### src/rtl/pc_fetch_decode.sv
`default_nettype none
// ============================================================================
// Module   : pc_fetch_decode
// Purpose  : Front end of the 31-instruction single-issue CPU. Holds the PC,
//            fetches each instruction over a req/ack handshake, latches it
//            into the instruction register and produces a one-hot decode for
//            the control unit. Advances the PC from the control unit's
//            next-PC select when the instruction completes.
// Ports    : clk, rst (async, active high)
//            imem_addr/imem_req/imem_ack/imem_rdata : instruction fetch port
//            ex_stall      : execute stage busy, hold the current instruction
//            mux41_signal  : next-PC select (00 +4, 01 jr, 10 branch, 11 jump)
//            rs_data       : jr target
//            pc, pc_plus4, instr, decoded_instr, instr_valid, illegal,
//            halted, retire_cnt : state and decode outputs
// Revision : 1.0 - initial release
// ============================================================================
module pc_fetch_decode #(
  parameter logic [31:0] RESET_PC = 32'h0040_0000,
  parameter int          CNT_W    = 32
) (
  input  logic             clk,
  input  logic             rst,
  output logic [31:0]      imem_addr,
  output logic             imem_req,
  input  logic             imem_ack,
  input  logic [31:0]      imem_rdata,
  input  logic             ex_stall,
  input  logic [1:0]       mux41_signal,
  input  logic [31:0]      rs_data,
  output logic [31:0]      pc,
  output logic [31:0]      pc_plus4,
  output logic [31:0]      instr,
  output logic [31:0]      decoded_instr,
  output logic             instr_valid,
  output logic             illegal,
  output logic             halted,
  output logic [CNT_W-1:0] retire_cnt
);

  typedef enum logic [1:0] {
    IDLE  = 2'd0,
    FETCH = 2'd1,
    EXEC  = 2'd2,
    HALT  = 2'd3
  } state_t;

  state_t           state_q, state_d;
  logic [31:0]      pc_q, pc_d;
  logic [31:0]      instr_q, instr_d;
  logic [CNT_W-1:0] cnt_q, cnt_d;

  logic [31:0]      dec_raw;
  logic [31:0]      next_pc;
  logic [31:0]      br_off;

  // --------------------------------------------------------------------------
  // State registers
  // --------------------------------------------------------------------------
  always_ff @(posedge clk or posedge rst) begin
    if (rst) begin
      state_q <= IDLE;
      pc_q    <= RESET_PC;
      instr_q <= '0;
      cnt_q   <= '0;
    end else begin
      state_q <= state_d;
      pc_q    <= pc_d;
      instr_q <= instr_d;
      cnt_q   <= cnt_d;
    end
  end

  // --------------------------------------------------------------------------
  // Decode: R-type selects by funct, everything else by opcode. Register and
  // shamt fields are don't-care. Bit 31 is never set.
  // --------------------------------------------------------------------------
  always_comb begin
    dec_raw = '0;
    if (instr_q[31:26] == 6'h00) begin
      case (instr_q[5:0])
        6'h20: dec_raw[0]  = 1'b1; // add
        6'h21: dec_raw[1]  = 1'b1; // addu
        6'h22: dec_raw[2]  = 1'b1; // sub
        6'h23: dec_raw[3]  = 1'b1; // subu
        6'h24: dec_raw[4]  = 1'b1; // and
        6'h25: dec_raw[5]  = 1'b1; // or
        6'h26: dec_raw[6]  = 1'b1; // xor
        6'h27: dec_raw[7]  = 1'b1; // nor
        6'h2A: dec_raw[8]  = 1'b1; // slt
        6'h2B: dec_raw[9]  = 1'b1; // sltu
        6'h00: dec_raw[10] = 1'b1; // sll (also nop)
        6'h02: dec_raw[11] = 1'b1; // srl
        6'h03: dec_raw[12] = 1'b1; // sra
        6'h04: dec_raw[13] = 1'b1; // sllv
        6'h06: dec_raw[14] = 1'b1; // srlv
        6'h07: dec_raw[15] = 1'b1; // srav
        6'h08: dec_raw[16] = 1'b1; // jr
        default: dec_raw = '0;
      endcase
    end else begin
      case (instr_q[31:26])
        6'h08: dec_raw[17] = 1'b1; // addi
        6'h09: dec_raw[18] = 1'b1; // addiu
        6'h0C: dec_raw[19] = 1'b1; // andi
        6'h0D: dec_raw[20] = 1'b1; // ori
        6'h0E: dec_raw[21] = 1'b1; // xori
        6'h0F: dec_raw[22] = 1'b1; // lui
        6'h23: dec_raw[23] = 1'b1; // lw
        6'h2B: dec_raw[24] = 1'b1; // sw
        6'h04: dec_raw[25] = 1'b1; // beq
        6'h05: dec_raw[26] = 1'b1; // bne
        6'h0A: dec_raw[27] = 1'b1; // slti
        6'h0B: dec_raw[28] = 1'b1; // sltiu
        6'h02: dec_raw[29] = 1'b1; // j
        6'h03: dec_raw[30] = 1'b1; // jal
        default: dec_raw = '0;
      endcase
    end
  end

  // --------------------------------------------------------------------------
  // Next-PC selection
  // --------------------------------------------------------------------------
  assign br_off = {{14{instr_q[15]}}, instr_q[15:0], 2'b00};

  always_comb begin
    next_pc = pc_plus4;
    case (mux41_signal)
      2'b00: next_pc = pc_plus4;
      2'b01: next_pc = rs_data;                  // low bits passed through as-is
      2'b10: next_pc = pc_plus4 + br_off;
      2'b11: next_pc = {pc_plus4[31:28], instr_q[25:0], 2'b00};
      default: next_pc = pc_plus4;
    endcase
  end

  // --------------------------------------------------------------------------
  // FSM next state
  // --------------------------------------------------------------------------
  always_comb begin
    state_d = state_q;
    pc_d    = pc_q;
    instr_d = instr_q;
    cnt_d   = cnt_q;
    case (state_q)
      IDLE: state_d = FETCH;
      FETCH: begin
        if (imem_ack) begin
          instr_d = imem_rdata;
          state_d = EXEC;
        end
      end
      EXEC: begin
        // Stall wins over illegal detection: nothing moves while stalled.
        if (!ex_stall) begin
          if (illegal) begin
            state_d = HALT;
          end else begin
            pc_d    = next_pc;
            cnt_d   = cnt_q + CNT_W'(1);
            state_d = FETCH;
          end
        end
      end
      HALT: state_d = HALT;
      default: state_d = IDLE;
    endcase
  end

  // --------------------------------------------------------------------------
  // Outputs
  // --------------------------------------------------------------------------
  assign pc            = pc_q;
  assign pc_plus4      = pc_q + 32'd4;
  assign imem_addr     = pc_q;
  assign instr         = instr_q;
  assign retire_cnt    = cnt_q;
  assign imem_req      = (state_q == FETCH);
  assign instr_valid   = (state_q == EXEC);
  assign halted        = (state_q == HALT);
  assign decoded_instr = instr_valid ? dec_raw : 32'd0;
  assign illegal       = instr_valid && (dec_raw == 32'd0);

endmodule
`default_nettype wire

### config.mk
export PLATFORM = sky130hd
export DESIGN_NAME = pc_fetch_decode
export DESIGN_NICKNAME = d
export VERILOG_FILES = /design/src/rtl/pc_fetch_decode.sv
export SDC_FILE = /design/constraint.sdc
export NUM_CORES = 1
export LEC_CHECK = 0
export ABC_AREA = 1
export CORE_ASPECT_RATIO = 2
export CORE_MARGIN = 8
export CORE_UTILIZATION = 30
export CTS_BUF_LIST = sky130_fd_sc_hd__clkbuf_2
export CTS_CLUSTER_DIAMETER = 60
export DETAILED_ROUTE_END_ITERATION = 6
export MAX_ROUTING_LAYER = met4
export PLACE_DENSITY = 0.6
export SLEW_MARGIN = 20
export SYNTH_ARGS = -nofsm -noshare
export SYNTH_HDL_FRONTEND = slang
export SYNTH_SLANG_ARGS = --single-unit
### constraint.sdc
create_clock -name clk -period 3.99 [get_ports clk]
set_clock_uncertainty 0.2 [all_clocks]
set_input_delay 0.5985 -clock clk [delete_from_list [all_inputs] [get_ports clk]]
set_output_delay 0.5985 -clock clk [all_outputs]
set_load 0.05 [all_outputs]
==> results by stage <==
Drt:
- The number of iterations in the first detailed-routing pass is 6.
- The via density per instance is 4.94.
- The remaining antenna violation count after routing is 0.
- Summing over every cut layer, the via total after detailed routing is 10,200.
- For this run, design rule violations remaining after detail routing come to 0.
- In this run, the number of DRC markers left after iteration 0 of detailed routing was 696.
- The final wirelength is 38,100 um.
- The average detailed-routed wire length per instance is 18.5 um.

Min path:
- The worst hold path belongs to the class input pin to flop.
- Along the worst hold path, the cell count comes to 3.

Floorplan:
- The core region is 30,000 um^2.
- For this configuration, the core starts out at a cell density of 30.3%.
- The vertical extent of the die is 262 um.
- The floorplan die width is 139 um.
- The die covers 36,400 um^2.
- In this run the core area contains 90 standard-cell rows.
- 266 I/O pins were placed.

Clock network:
- The later-pin clock latency in the skew report is 0.78 ns.
- The longest clock path from root to sink contains 2 buffers.
- The number of buffers added by the clock tree synthesis step is 9.
- The depth of the CTS H-tree is 3.
- The clock-pin slew of the registers on the worst-case setup and hold paths is 0.33 ns.
- TritonCTS built the clock tree.
- The sink count of the clock tree is 98.
- The root cell of the clock tree is sky130_fd_sc_hd__clkbuf_2.

Flow run:
- The reported max-cap violation count is 0.

GRT:
- The global-route wire length before repair is 57,700 um.
- The met1 layer usage reported by global route is 26.8%.
- The total global routing overflow is 0.
- The combined global-route utilization of all metal layers is 21.2%.
- The met3 layer usage reported by global route is 4.69%.
- In the global route stage, met2 resource usage came out at 32.7%.
- The number of global-route vias before repair is 9,819.
- The number of antenna violations at the first check in global routing is 2.
- Entering global routing, the biggest net connects 84 pins.
- The highest-utilization routing layer at the global route stage is met2.

Power:
- Dividing total power by cell area gives a power density of 143 nW/um^2.
- The overall power of the completed layout is 1.74 mW.
- The leakage power summed over all cells is 6.06 nW.
- The worst vdd rail ir drop is 0.116 mV.

Setup path:
- The largest stage delay on the critical path is 0.87 ns.
- The number of buffers and inverters on the critical path is 2.
- The logic depth of the worst setup path including buffers is 5.
- Walking the worst path, the cells encountered are inv_1, nor2_2, nand2_1, xnor2_2, clkdlybuf4s50_1.
- The endpoint kind of the worst setup timing path is an output pin.
- Grouping stages by cell kind, the critical path spends the most delay in buffers and inverters.
- In this run the worst path has a maximum fanout of 6.
- The critical path's slowest cell is sky130_fd_sc_hd__clkdlybuf4s50_1.
- The data arrival time of the critical path is 2.99 ns.
- The startpoint-to-endpoint class of the critical path is flop to output pin.
- The worst setup path is launched from a flop.
- The number of cells on the worst reg-to-reg path is 21.
- The required time of the worst setup path is 3.19 ns.

Layout:
- The area growth from synthesis to final layout is 33.5%.
- At the end of the flow, the number of nets in the layout was 1,790.
- After the flow finishes, the layout carries non-filler instances totaling 2,060.
- For this run, the share of the core covered by cells in the final layout is 40.5%.
- Of the cells placed in the final design, the portion with a size suffix greater than 1 is 6.93%.

STA:
- The actual transition at the worst max-transition pin is 0.860 ns.
- The share of the clock period used by the worst path after layout is 95.0%.
- After layout, the minimum clock period comes to 3.79 ns.
- The sum of negative setup slack is 0 ns.
- Timing would allow up to 264 MHz.
- The final count of hold timing violations is 0.
- The number of max-slew violations in the final report is 0.
- The final-report setup violation count is 0.
- The worst slew margin relative to its limit is 42.1%.

Logic synthesis:
- The number of nets in the synthesized netlist is 1,554.
- After synthesis, the share of flip-flops with an asynchronous set or reset is 100%.
- In this run the biggest area consumer among cell types represents 26.7% of the synthesized area.
- The number of enable-type register cells in the synthesized netlist is 0.
- The number of instances in the synthesized netlist is 1,448.
- For this run, the number of Yosys warnings is 0.
- The synthesized flop and latch total is 98.
- The mean area per synthesized cell is 6.27 um^2.
- Summed over all instances, the cell type with the most area after synthesis is sky130_fd_sc_hd__dfrtp_1.
- By area the synthesized netlist is led by sky130_fd_sc_hd__dfrtp_1 27%, sky130_fd_sc_hd__nand2_1 21%, sky130_fd_sc_hd__nor2_1 8.6%.
- The post-synthesis cell area is 9080 um^2.
- The sequential-to-total area share from yosys stat is 27.0%.
- Synthesis instantiated 44 different standard cells from the library.
- The prevailing post-synth register cell is sky130_fd_sc_hd__dfrtp_1.

Placement:
- The final weighted congestion in routability-driven placement is 0.979.
- The count of buffers inserted at the top-level ports is 264.
- Once placement completed, the tool counted placed cells totaling 2,038.
- Once detailed placement completed, the half-perimeter wirelength came to 31,100 um.

Run status:
- The run finished with clean final reports.
final timing paths:
| kind | to | slack [ns] | from |
|---|---|---|---|
| max in group asynchronous | imem_addr[21] | 2.24 | rst |
| worst min register to register | imem_addr[22] | 0.36 | imem_addr[22] |
| worst max register to register | imem_addr[29] | 0.37 | imem_addr[2] |
| min in group asynchronous | retire_cnt[6] | 0.58 | rst |
| worst min-delay path | instr[30] | 0.15 | imem_rdata[30] |
| worst max-delay path | pc_plus4[7] | 0.20 | imem_addr[2] |
synth_stat cells (all sizes together), types with 16 or more instances:
library cell	count
a21oi	37
a221oi	16
buf	50
clkbuf	17
dfrtp	97
ha	35
inv	159
mux2	20
nand2	500
nand3	90
nand4	19
nor2	217
nor3	42
o21ai	50
xnor2	17
xor2	32
report_power, final:
part	switching, mW	internal, mW	total (mW)	leakage (nW)
registers	0	0.997	0.997	1.24
clock network	0.447	0.104	0.551	0.0735
logic	0.100	0.0911	0.192	4.75
logic make-up after synthesis:
logic type | count (synthesis) | share of synthesized area (%)
AOI/OAI and AO/OA | 124 | 8.10
xor gates and xnor gates | 49 | 4.81
adders and majority gates | 36 | 5.04
buffers and inverters | 228 | 11.9
other | 1 | 0.0413
DFF | 98 | 27.0
and+or+nand+nor | 892 | 40.7
muxes | 20 | 2.48
metal layers:
layer / part of all wire [%] / vias up / wire, um
met5: 0 / - / 0
met4: 2.4 / 0 / 917
met3: 8.0 / 47 / 3050
met2: 45 / 405 / 17200
met1: 45 / 4659 / 17000
li1: - / 5075 / -
sequential cells by signal, summed over array words and instances, names as in the netlist:
register    cells
instr          32
state_q         2
imem_addr      32
retire_cnt     32
area by class of cell:
type / instances / area (um^2)
multi-input cells: 1122 / 5670
flip-flops and latches: 98 / 2450
fillers: 3276 / 17800
clock buffers: 9 / 45.0
diodes: 3 / 7.51
repair buffers: 292 / 2820
clock inverters: 7 / 70.1
well taps: 368 / 460
inverters: 161 / 607
through the flow:
stage	area, um^2	hold WS, ns	setup WS [ns]
4_1_cts	12100	0.0693	0.000549
2_1_floorplan	9160	0.342	-0.0265
3_3_place_gp	12000	0.303	0.273
3_5_place_dp	12000	0.317	0.239
5_1_grt	12100	0.0905	-0.00653
6_report	12100	0.147	0.200
what timing repair did:
action	4_1_cts	5_1_grt
gates cloned	0	0
hold buffers	1	0
buffers inserted	0	2
hold endpoints to repair	27	0
resized for setup	40	24
setup endpoints to repair	31	28
worst register-to-register path, cell delays in order (launching register included):
cell                      delay, ns
sky130_fd_sc_hd__dfrtp_1       0.46
sky130_fd_sc_hd__ha_1          0.20
sky130_fd_sc_hd__nand3_1       0.15
sky130_fd_sc_hd__inv_1         0.09
sky130_fd_sc_hd__nand2_1       0.15
sky130_fd_sc_hd__inv_1         0.09
sky130_fd_sc_hd__nand2_1       0.16
sky130_fd_sc_hd__nor2_4        0.18
sky130_fd_sc_hd__nand2_1       0.10
sky130_fd_sc_hd__xnor2_2       0.20
sky130_fd_sc_hd__ha_1          0.40
sky130_fd_sc_hd__nand2_1       0.16
sky130_fd_sc_hd__nor2_2        0.20
sky130_fd_sc_hd__nand2_1       0.13
sky130_fd_sc_hd__nor3_1        0.15
sky130_fd_sc_hd__nand2_1       0.16
sky130_fd_sc_hd__nand2_1       0.11
sky130_fd_sc_hd__nand2_1       0.05
sky130_fd_sc_hd__nand3_1       0.08
sky130_fd_sc_hd__nand2_1       0.06
sky130_fd_sc_hd__nand2_1       0.05
sky130_fd_sc_hd__nand2_1       0.04
layout by cell type, fill, tap and decap left out, drive strengths merged:
cell type,synthesis,final
dfrtp,97,97
mux2,20,20
o21ai,50,50
dfstp,1,1
inv,159,163
conb,1,1
dlygate4sd2,0,20
dlygate4sd1,0,1
clkdlybuf4s15,0,3
ha,35,35
xnor2,17,17
clkbuf,17,15
clkdlybuf4s50,0,225
fa,1,1
dlygate4sd3,0,1
o21bai,7,7
nand3,90,90
nor3b,1,1
or2,3,3
dlymetal6s2s,0,3
nor3,42,42
a221oi,16,16
and2,1,1
xor2,32,32
nand3b,6,6
buf,50,33
o211ai,3,3
nor2,217,217
diode,0,3
nand2,500,500
and3,1,1
o22ai,2,2
nand4,19,19
clkinv,2,5
o2111ai,4,4
a21oi,37,37
nor4,12,12
a21o,4,4
a21boi,1,1
(Power assumes the default switching activity.)
